## config.mk

```make
export PLATFORM = sky130hd
export DESIGN_NAME = pulse_stretch_nch
export DESIGN_NICKNAME = d
export VERILOG_FILES = /design/src/rtl/pulse_stretch_nch.sv
export SDC_FILE = /design/constraint.sdc
export NUM_CORES = 1
export LEC_CHECK = 0
export CORE_MARGIN = 2
export CORE_UTILIZATION = 25
export DETAILED_ROUTE_END_ITERATION = 6
export SLEW_MARGIN = 20
export SYNTH_ARGS = -nofsm -noshare
export SYNTH_HDL_FRONTEND = slang
export SYNTH_SLANG_ARGS = --single-unit
```

## constraint.sdc

```tcl
create_clock -name clk -period 1.3 [get_ports clk]
set_input_delay 0.26 -clock clk [delete_from_list [all_inputs] [get_ports clk]]
set_output_delay 0.26 -clock clk [all_outputs]
set_load 0.02 [all_outputs]
```

## src/rtl/pulse_stretch_nch.sv

```systemverilog
// Multi-channel rising-edge detector and pulse stretcher for fast-to-slow event transfer.
// Latency: edge sampled at clk edge k -> stretch_out high k+1..k+STRETCH (+2 with PSTR_INPUT_SYNC_EN).
// No backpressure: edges arriving while active either retrigger (RETRIG=1) or are dropped and flagged.
module pulse_stretch_nch #(
  parameter int CH      = 4,
  parameter int STRETCH = 6,
  parameter int RETRIG  = 0
) (
  input  logic          clk,
  input  logic          rst,
  input  logic [CH-1:0] din,
  input  logic [CH-1:0] drop_clr,
  output logic [CH-1:0] stretch_out,
  output logic [CH-1:0] rise_out,
  output logic [CH-1:0] drop_flag,
  output logic          busy
);

  localparam int CW = $clog2(STRETCH + 1);

  logic          retrig_en;
  logic [CH-1:0] din_s;
  logic [CH-1:0] din_q, din_d;
  logic [CW-1:0] cnt_q [CH];
  logic [CW-1:0] cnt_d [CH];
  logic [CH-1:0] stretch_q, stretch_d;
  logic [CH-1:0] rise_q, rise_d;
  logic [CH-1:0] drop_q, drop_d;
  logic          busy_q, busy_d;
  logic [CH-1:0] rise, active, accept;

  assign retrig_en = (RETRIG != 0);

`ifdef PSTR_INPUT_SYNC_EN
  // Two-flop synchroniser; din may be asynchronous to clk.
  logic [CH-1:0] sync1_q, sync1_d, sync2_q, sync2_d;

  always_comb begin
    sync1_d = din;
    sync2_d = sync1_q;
  end

  always_ff @(posedge clk) begin
    if (rst) begin
      sync1_q <= '0;
      sync2_q <= '0;
    end else begin
      sync1_q <= sync1_d;
      sync2_q <= sync2_d;
    end
  end

  assign din_s = sync2_q;
`else
  assign din_s = din;
`endif

  always_comb begin
    din_d     = din_s;
    rise      = '0;
    active    = '0;
    accept    = '0;
    stretch_d = '0;
    rise_d    = '0;
    drop_d    = '0;
    for (int i = 0; i < CH; i++) begin
      cnt_d[i]  = '0;
      rise[i]   = din_s[i] & ~din_q[i];
      active[i] = (cnt_q[i] != '0);
      accept[i] = rise[i] & (~active[i] | retrig_en);
      if (accept[i]) begin
        cnt_d[i]     = CW'(STRETCH);
        stretch_d[i] = 1'b1;
        rise_d[i]    = 1'b1;
      end else if (active[i]) begin
        cnt_d[i]     = cnt_q[i] - CW'(1);
        stretch_d[i] = (cnt_q[i] > CW'(1));
      end
      // A set in the same cycle as drop_clr keeps the flag.
      drop_d[i] = ~retrig_en & ((rise[i] & active[i]) | (drop_q[i] & ~drop_clr[i]));
    end
    busy_d = |stretch_d;
  end

  always_ff @(posedge clk) begin
    if (rst) begin
      din_q     <= '0;
      stretch_q <= '0;
      rise_q    <= '0;
      drop_q    <= '0;
      busy_q    <= 1'b0;
      for (int i = 0; i < CH; i++) cnt_q[i] <= '0;
    end else begin
      din_q     <= din_d;
      stretch_q <= stretch_d;
      rise_q    <= rise_d;
      drop_q    <= drop_d;
      busy_q    <= busy_d;
      for (int i = 0; i < CH; i++) cnt_q[i] <= cnt_d[i];
    end
  end

  assign stretch_out = stretch_q;
  assign rise_out    = rise_q;
  assign drop_flag   = retrig_en ? '0 : drop_q;
  assign busy        = busy_q;

endmodule

```

==> qor.yml, run 1 <==
powerDensity_mw_per_mm2: 2357
required_ns: 1.44
vdd_drop_max_uv: 840.2
drc_errors: 0
clockPowerShare_pct: 19.5
cts_hold_buf: 0
timing.hold.ws_ns: 0.5038
drv_cap: 0
finalClockSkew_ns: 0.003368
synth-async-reset-ratio_pct: 0
cp-endpoint: "busy"
r2r_slack_ns: 0.08
dr.pass1.iters: 4
pin_count: 23
antenna_found_initial: 0
timing.final.crit_share_pct: 94.23
htree_num_levels: 2
syn_inst: 125
grt_max_degree: 30
synth_common_cells: "29 x dfxtp_1, 16 x nor2_1, 12 x ha_1, 12 x inv_1"
fmax_mhz: 816.4
grt_pass1_wl_microns: 3594
leakage_nw: 0.7502
yosysMostFrequentCell: "dfxtp_1"
ctsRootBufferMaster: "clkbuf_8"
drive_gt1_share_pct: 20.63
synth_warnings: 0
synth-edff-count: 0
hold_viol: 0
die_x_microns: 74.25
power_frac_seq_pct: 33.5
drv_slew: 0
setup.worst_path.start: "cnt_q[2][0]"
die-area_sq_mm: 0.005512
gp_congestion: 0.7834
synth_largest_area_cell: "dfxtp_1"
netlist_area_sq_mm: 0.001234
ys_seq_area_share_pct: 47.06
rr_worst_depth: 4
vias: 919
core_area_sq_mm: 0.004755
avgViaCountPerCell: 4.048
cts_buffers: 5
synthToLayoutAreaGrowth_pct: 41.28
synth_seq_cells: 29
wl_microns: 2182
crit_slowest_cell: "dfxtp_1"
syn_avg_cell_area_sq_um: 9.869
setup_tns_ns: 0
final-setup-viol-count: 0
io_buffers: 22
antenna_cells: 0
relSlewSlack_pct: 83.44
ant_nets: 0
switching_share_pct: 37.01
start_util_pct: 25.95
synth_area_leaders: "dfxtp_1 47%, ha_1 12%, a221oi_2 4.9%"
min_period_ns: 1.225
final_util_pct: 36.66
drt-initial-drc-count: 48
path_max_fanout: 5
worst_pin_slew_ns: 0.2484
grt.overflow.total: 0
routedWlPerCell_microns: 9.612
row_count: 25
clkSinkCount: 29
worstSetupStartpointType: "flop"
rsz0062_at_grt: "no"
yosys.area.top_type_share_pct: 47.06
regToRegStartpoint: "cnt_q[2][0]"
dp_hpwl_microns: 1537
power.total_mw: 4.108
die_h_microns: 74.25
synthesis.nets: 147
crit_chain: "inv_2, ha_4, a221oi_4, a41oi_1"
power_switching_mw: 1.520
status: "finished, final reports clean"
ys.flop_type: "dfxtp_1"
grt_usage_pct: 8.571
r2r_end: "busy"
hold_depth: 1
arrival_ns: 1.36
slowest_delay_ns: 0.39
hold_class: "flop to flop"
cts_tree: "yes"
post-cts-setup-buffers: 0
clk_pin_slew_ns: 0.06
clock_latency_ns: 0.27
power.internal_mw: 2.588
grt_pass1_vias: 825
critical_path_class: "flop to flop"
ys_types: 17
crit_path_end_kind: "flop"
nets: 181
clk_path_buf_depth: 2
power_frac_comb_pct: 47.0
what timing repair did:
action,in CTS,in global routing
setup endpoints to repair,14,4
hold endpoints to repair,0,0
pin swaps,1,4
gates resized for setup,14,13
worst min path at each step:
stage | startpoint | end
global route | cnt_q[2][0] | cnt_q[2][0]
CTS | cnt_q[2][0] | cnt_q[2][0]
detailed placement | cnt_q[2][0] | cnt_q[2][0]
global placement | cnt_q[2][0] | cnt_q[2][0]
floorplan | din[0] | din_q[0]
finish | cnt_q[2][0] | cnt_q[2][0]
flip-flops by register name, indices dropped and copies added, names as in the netlist:
name,cells
cnt_q,12
drop_flag,4
busy,1
rise_out,4
stretch_out,4
din_q,4
critical path: cells and delay by family, from the launching register on:
family / cells / cell delay, ns
adder cells (fa/ha/maj): 1 / 0.18
flip-flops: 1 / 0.39
buffers and inverters: 1 / 0.07
AO/OA/AOI/OAI: 2 / 0.45
cell type report:
cell class                 count  area [sq um]
fill                         506          3012
multi-input combinational     81         655.6
sequential                    29         580.6
timing repair buffer          30         276.5
clock buffer                   7         96.34
tap                           67         83.83
inverter                      12         45.04
clock inverter                 1         5.005
through the flow:
stage	setup WS, ns	instances	cell area [sq um]
after floorplan	0.1291	125	1234
after global placement	-0.1371	219	1597
after detailed placement	-0.1647	219	1597
after CTS	0.003312	227	1684
after global routing	0.001357	227	1743
final	0.07507	227	1743
power by group through the flow:
stage / clock [mW] / combinational [mW] / sequential [mW]
floorplan: 0 / 1.08 / 1.51
global placement: 0 / 1.75 / 1.38
detailed placement: 0 / 1.78 / 1.38
CTS: 0.834 / 1.72 / 1.36
global route: 0.876 / 2.17 / 1.41
finish: 0.801 / 1.93 / 1.38
placed cells by master (no fill, tap or decap):
master / n
dfxtp_1: 29
nor2_1: 16
dlygate4sd2_1: 13
clkdlybuf4s50_1: 9
nor2b_1: 8
nor3b_1: 8
a21oi_1: 8
ha_1: 8
inv_1: 7
clkbuf_8: 7
buf_4: 7
inv_2: 5
nor2b_2: 4
or2_1: 4
nand2b_1: 4
a211oi_1: 4
nand2_1: 4
a221oi_1: 4
ha_4: 4
a221oi_2: 3
a221oi_4: 1
a41oi_1: 1
clkinv_2: 1
buf_12: 1
cells by family (layout without fill, tap and decap cells):
| family | count (synthesis) | in the layout | share of synthesized area (%) |
|---|---|---|---|
| AND/OR/NAND/NOR | 48 | 48 | 21.91 |
| flip-flops | 29 | 29 | 47.06 |
| AO/OA/AOI/OAI | 21 | 21 | 14.10 |
| buffers and inverters | 15 | 50 | 4.766 |
| adder cells (fa/ha/maj) | 12 | 12 | 12.17 |
layer usage:
layer / up-vias / routed length (microns) / global-route usage, %
li1: 487 / - / -
met1: 407 / 1191 / 11.06
met2: 21 / 885 / 12.80
met3: 4 / 83 / 3.794
met4: 0 / 22 / 2.976
met5: - / 0 / 0
Note: power is estimated with default switching activity, not from simulation.
==> inputs of run 2 (changes only) <==
--- a/config.mk
+++ b/config.mk
@@ -5,6 +5,7 @@
 export SDC_FILE = /design/constraint.sdc
 export NUM_CORES = 1
 export LEC_CHECK = 0
+export ABC_CLOCK_PERIOD_IN_PS = 1300
 export CORE_MARGIN = 2
 export CORE_UTILIZATION = 25
 export DETAILED_ROUTE_END_ITERATION = 6
==> results of run 2 <==
Same layout as run 1: the final DEF is identical, and so are final timing and power.
==> inputs of run 3 (changes only) <==
--- a/config.mk
+++ b/config.mk
@@ -6,9 +6,11 @@
 export NUM_CORES = 1
 export LEC_CHECK = 0
 export ABC_CLOCK_PERIOD_IN_PS = 1300
+export CAP_MARGIN = 20
 export CORE_MARGIN = 2
 export CORE_UTILIZATION = 25
 export DETAILED_ROUTE_END_ITERATION = 6
+export DONT_BUFFER_PORTS = 1
 export SLEW_MARGIN = 20
 export SYNTH_ARGS = -nofsm -noshare
 export SYNTH_HDL_FRONTEND = slang
==> qor.yml, run 3 (synthesized netlist as in run 1, its figures left out) <==
status: "finished, final reports clean"
arrival_ns: 1.43  # +0.07 ns
core_area_sq_mm: 0.004755  # unchanged
placed_area_sq_mm: 0.001311  # -18%
drv_cap: 0  # unchanged
grt_pass1_wl_microns: 3608  # +0.39%
grt_usage_pct: 8.750  # +0.18 points
fmax_mhz: 784.1  # -3.9%
die_h_microns: 74.25  # unchanged
min_period_ns: 1.275  # +0.05036 ns
regArea_sq_um: 585.6  # +0.86%
antenna_found_initial: 0  # unchanged
power.total_mw: 4.201  # +2.3%
fillCellCount: 503  # -0.59%
routedWlPerCell_microns: 11.27  # +17%
clk_path_buf_depth: 2  # unchanged
ctsRootBufferMaster: "clkbuf_8"
drv_slew: 0  # unchanged
hold_viol: 0  # unchanged
drive_gt1_share_pct: 25.76  # +5.1 points
clock_latency_ns: 0.29  # +0.02 ns
cts_hold_buf: 0  # unchanged
final-setup-viol-count: 0  # unchanged
finalClockSkew_ns: 0.01333  # +0.009961 ns
vdd_drop_max_uv: 682.4  # -19%
worst_pin_slew_ns: 0.2944  # +0.04600 ns
clk_pin_slew_ns: 0.08  # +0.02 ns
antenna_cells: 0  # unchanged
critical_path_class: "flop to flop"
rr_worst_depth: 5  # +1
ant_nets: 0  # unchanged
start_util_pct: 25.95  # unchanged
layout_commonest_cell: "dfxtp_1"
wl_microns: 2243  # +2.8%
vias: 854  # -7.1%
powerDensity_mw_per_mm2: 2761  # +17%
clkSinkCount: 29  # unchanged
required_ns: 1.45  # about the same
relSlewSlack_pct: 80.38  # -3.1 points
timing.hold.ws_ns: 0.03215  # -0.4717 ns
dr.pass1.iters: 4  # unchanged
regToRegStartpoint: "cnt_q[3][1]"
multi_input_area_sq_um: 674.4  # +2.9%
dp_hpwl_microns: 1444  # -6.1%
fin_area_sq_mm: 0.001521  # -13%
timing.final.crit_share_pct: 98.10  # +3.9 points
die-area_sq_mm: 0.005512  # unchanged
io_buffers: 0  # -100%
cts_buffers: 5  # unchanged
largest-register: "cnt_q"
layout_common_cells: "25 x dfxtp_1, 16 x nor2_1"
worstSetupStartpointType: "flop"
dp.cells: 190  # -13%
avgViaCountPerCell: 4.291  # +6.0%
crit_path_end_kind: "flop"
hold_class: "input pin to flop"
largest_reg_flops: 12  # unchanged
die_x_microns: 74.25  # unchanged
cts_tree: "yes"
pin_count: 23  # unchanged
grt_max_degree: 30  # unchanged
synthToLayoutAreaGrowth_pct: 23.33
instances_no_fill: 199  # -12%
leakage_nw: 0.5903  # -21%
grt_pass1_vias: 826  # +0.12%
drt-initial-drc-count: 34  # -29%
setup.worst_path.start: "cnt_q[3][1]"
r2r_slack_ns: 0.02  # -0.05 ns
gp_congestion: 0.6511  # -17%
grt.overflow.total: 0  # unchanged
nets: 153  # -15%
r2r_end: "busy"
drc_errors: 0  # unchanged
path_max_fanout: 4  # -1
cp-endpoint: "busy"
row_count: 25  # unchanged
htree_num_levels: 2  # unchanged
==> run 3: worst min-delay path by stage <==
stage	from	to	slack, ns	cells after the start
2_1_floorplan	din[0]	din_q[0]	0.39	1
3_3_place_gp	rst	din_q[3]	0.34	1
3_5_place_dp	rst	cnt_q[3][1]	0.34	1
4_1_cts	rst	drop_flag[3]	0.03	1
5_1_grt	rst	cnt_q[3][1]	0.02	1
6_report	rst	cnt_q[3][0]	0.03	1
==> run 3: worst max-delay path, cell delays in order, from the launching register on <==
cell and delay, ns:
dfxtp_1 0.31, inv_1 0.13, ha_4 0.17, nor2_1 0.05, a221oi_2 0.31, a41oi_2 0.17
==> run 3: layout make-up <==
type                            instances  share of cell area [%]
Clock buffer                            5                   4.523
Multi-Input combinational cell         81                   44.33
Clock inverter                          3                   3.043
Sequential cell                        29                   38.49
Inverter                               12                   3.125
Timing Repair Buffer                    2                  0.9868
Tap cell                               67                   5.510
==> run 3: per-stage QoR <==
stage	setup TNS, ns	setup WS [ns]	utilization (%)
2_1_floorplan	0	0.1291	-
3_3_place_gp	-0.02241	-0.02241	27.58
3_5_place_dp	-0.03250	-0.03250	27.58
4_1_cts	0	0.006458	30.55
5_1_grt	-0.04487	-0.04487	32.00
6_report	0	0.02471	32.00
==> run 3: what timing repair did <==
| action | CTS | global route |
|---|---|---|
| setup buffers | 0 | 1 |
| pin swaps | 2 | 7 |
| cloned | 0 | 0 |
| endpoints found under the setup margin | 1 | 5 |
| resized for setup | 4 | 19 |
==> run 3: power breakdown <==
part / leakage [nW] / total, mW / internal [mW] / switching (mW)
clock network: 0.0543 / 0.953 / 0.573 / 0.380
logic: 0.294 / 1.66 / 0.800 / 0.856
registers: 0.242 / 1.59 / 1.21 / 0.380
total: 0.590 / 4.20 / 2.59 / 1.62
==> run 3: layer usage <==
metal / routed length, microns / vias up / global-route usage (%)
met2: 980 / 17 / 13.19
li1: - / 432 / -
met3: 112 / 5 / 3.659
met4: 34 / 0 / 4.167
met5: 0 / - / 0
met1: 1116 / 400 / 10.83
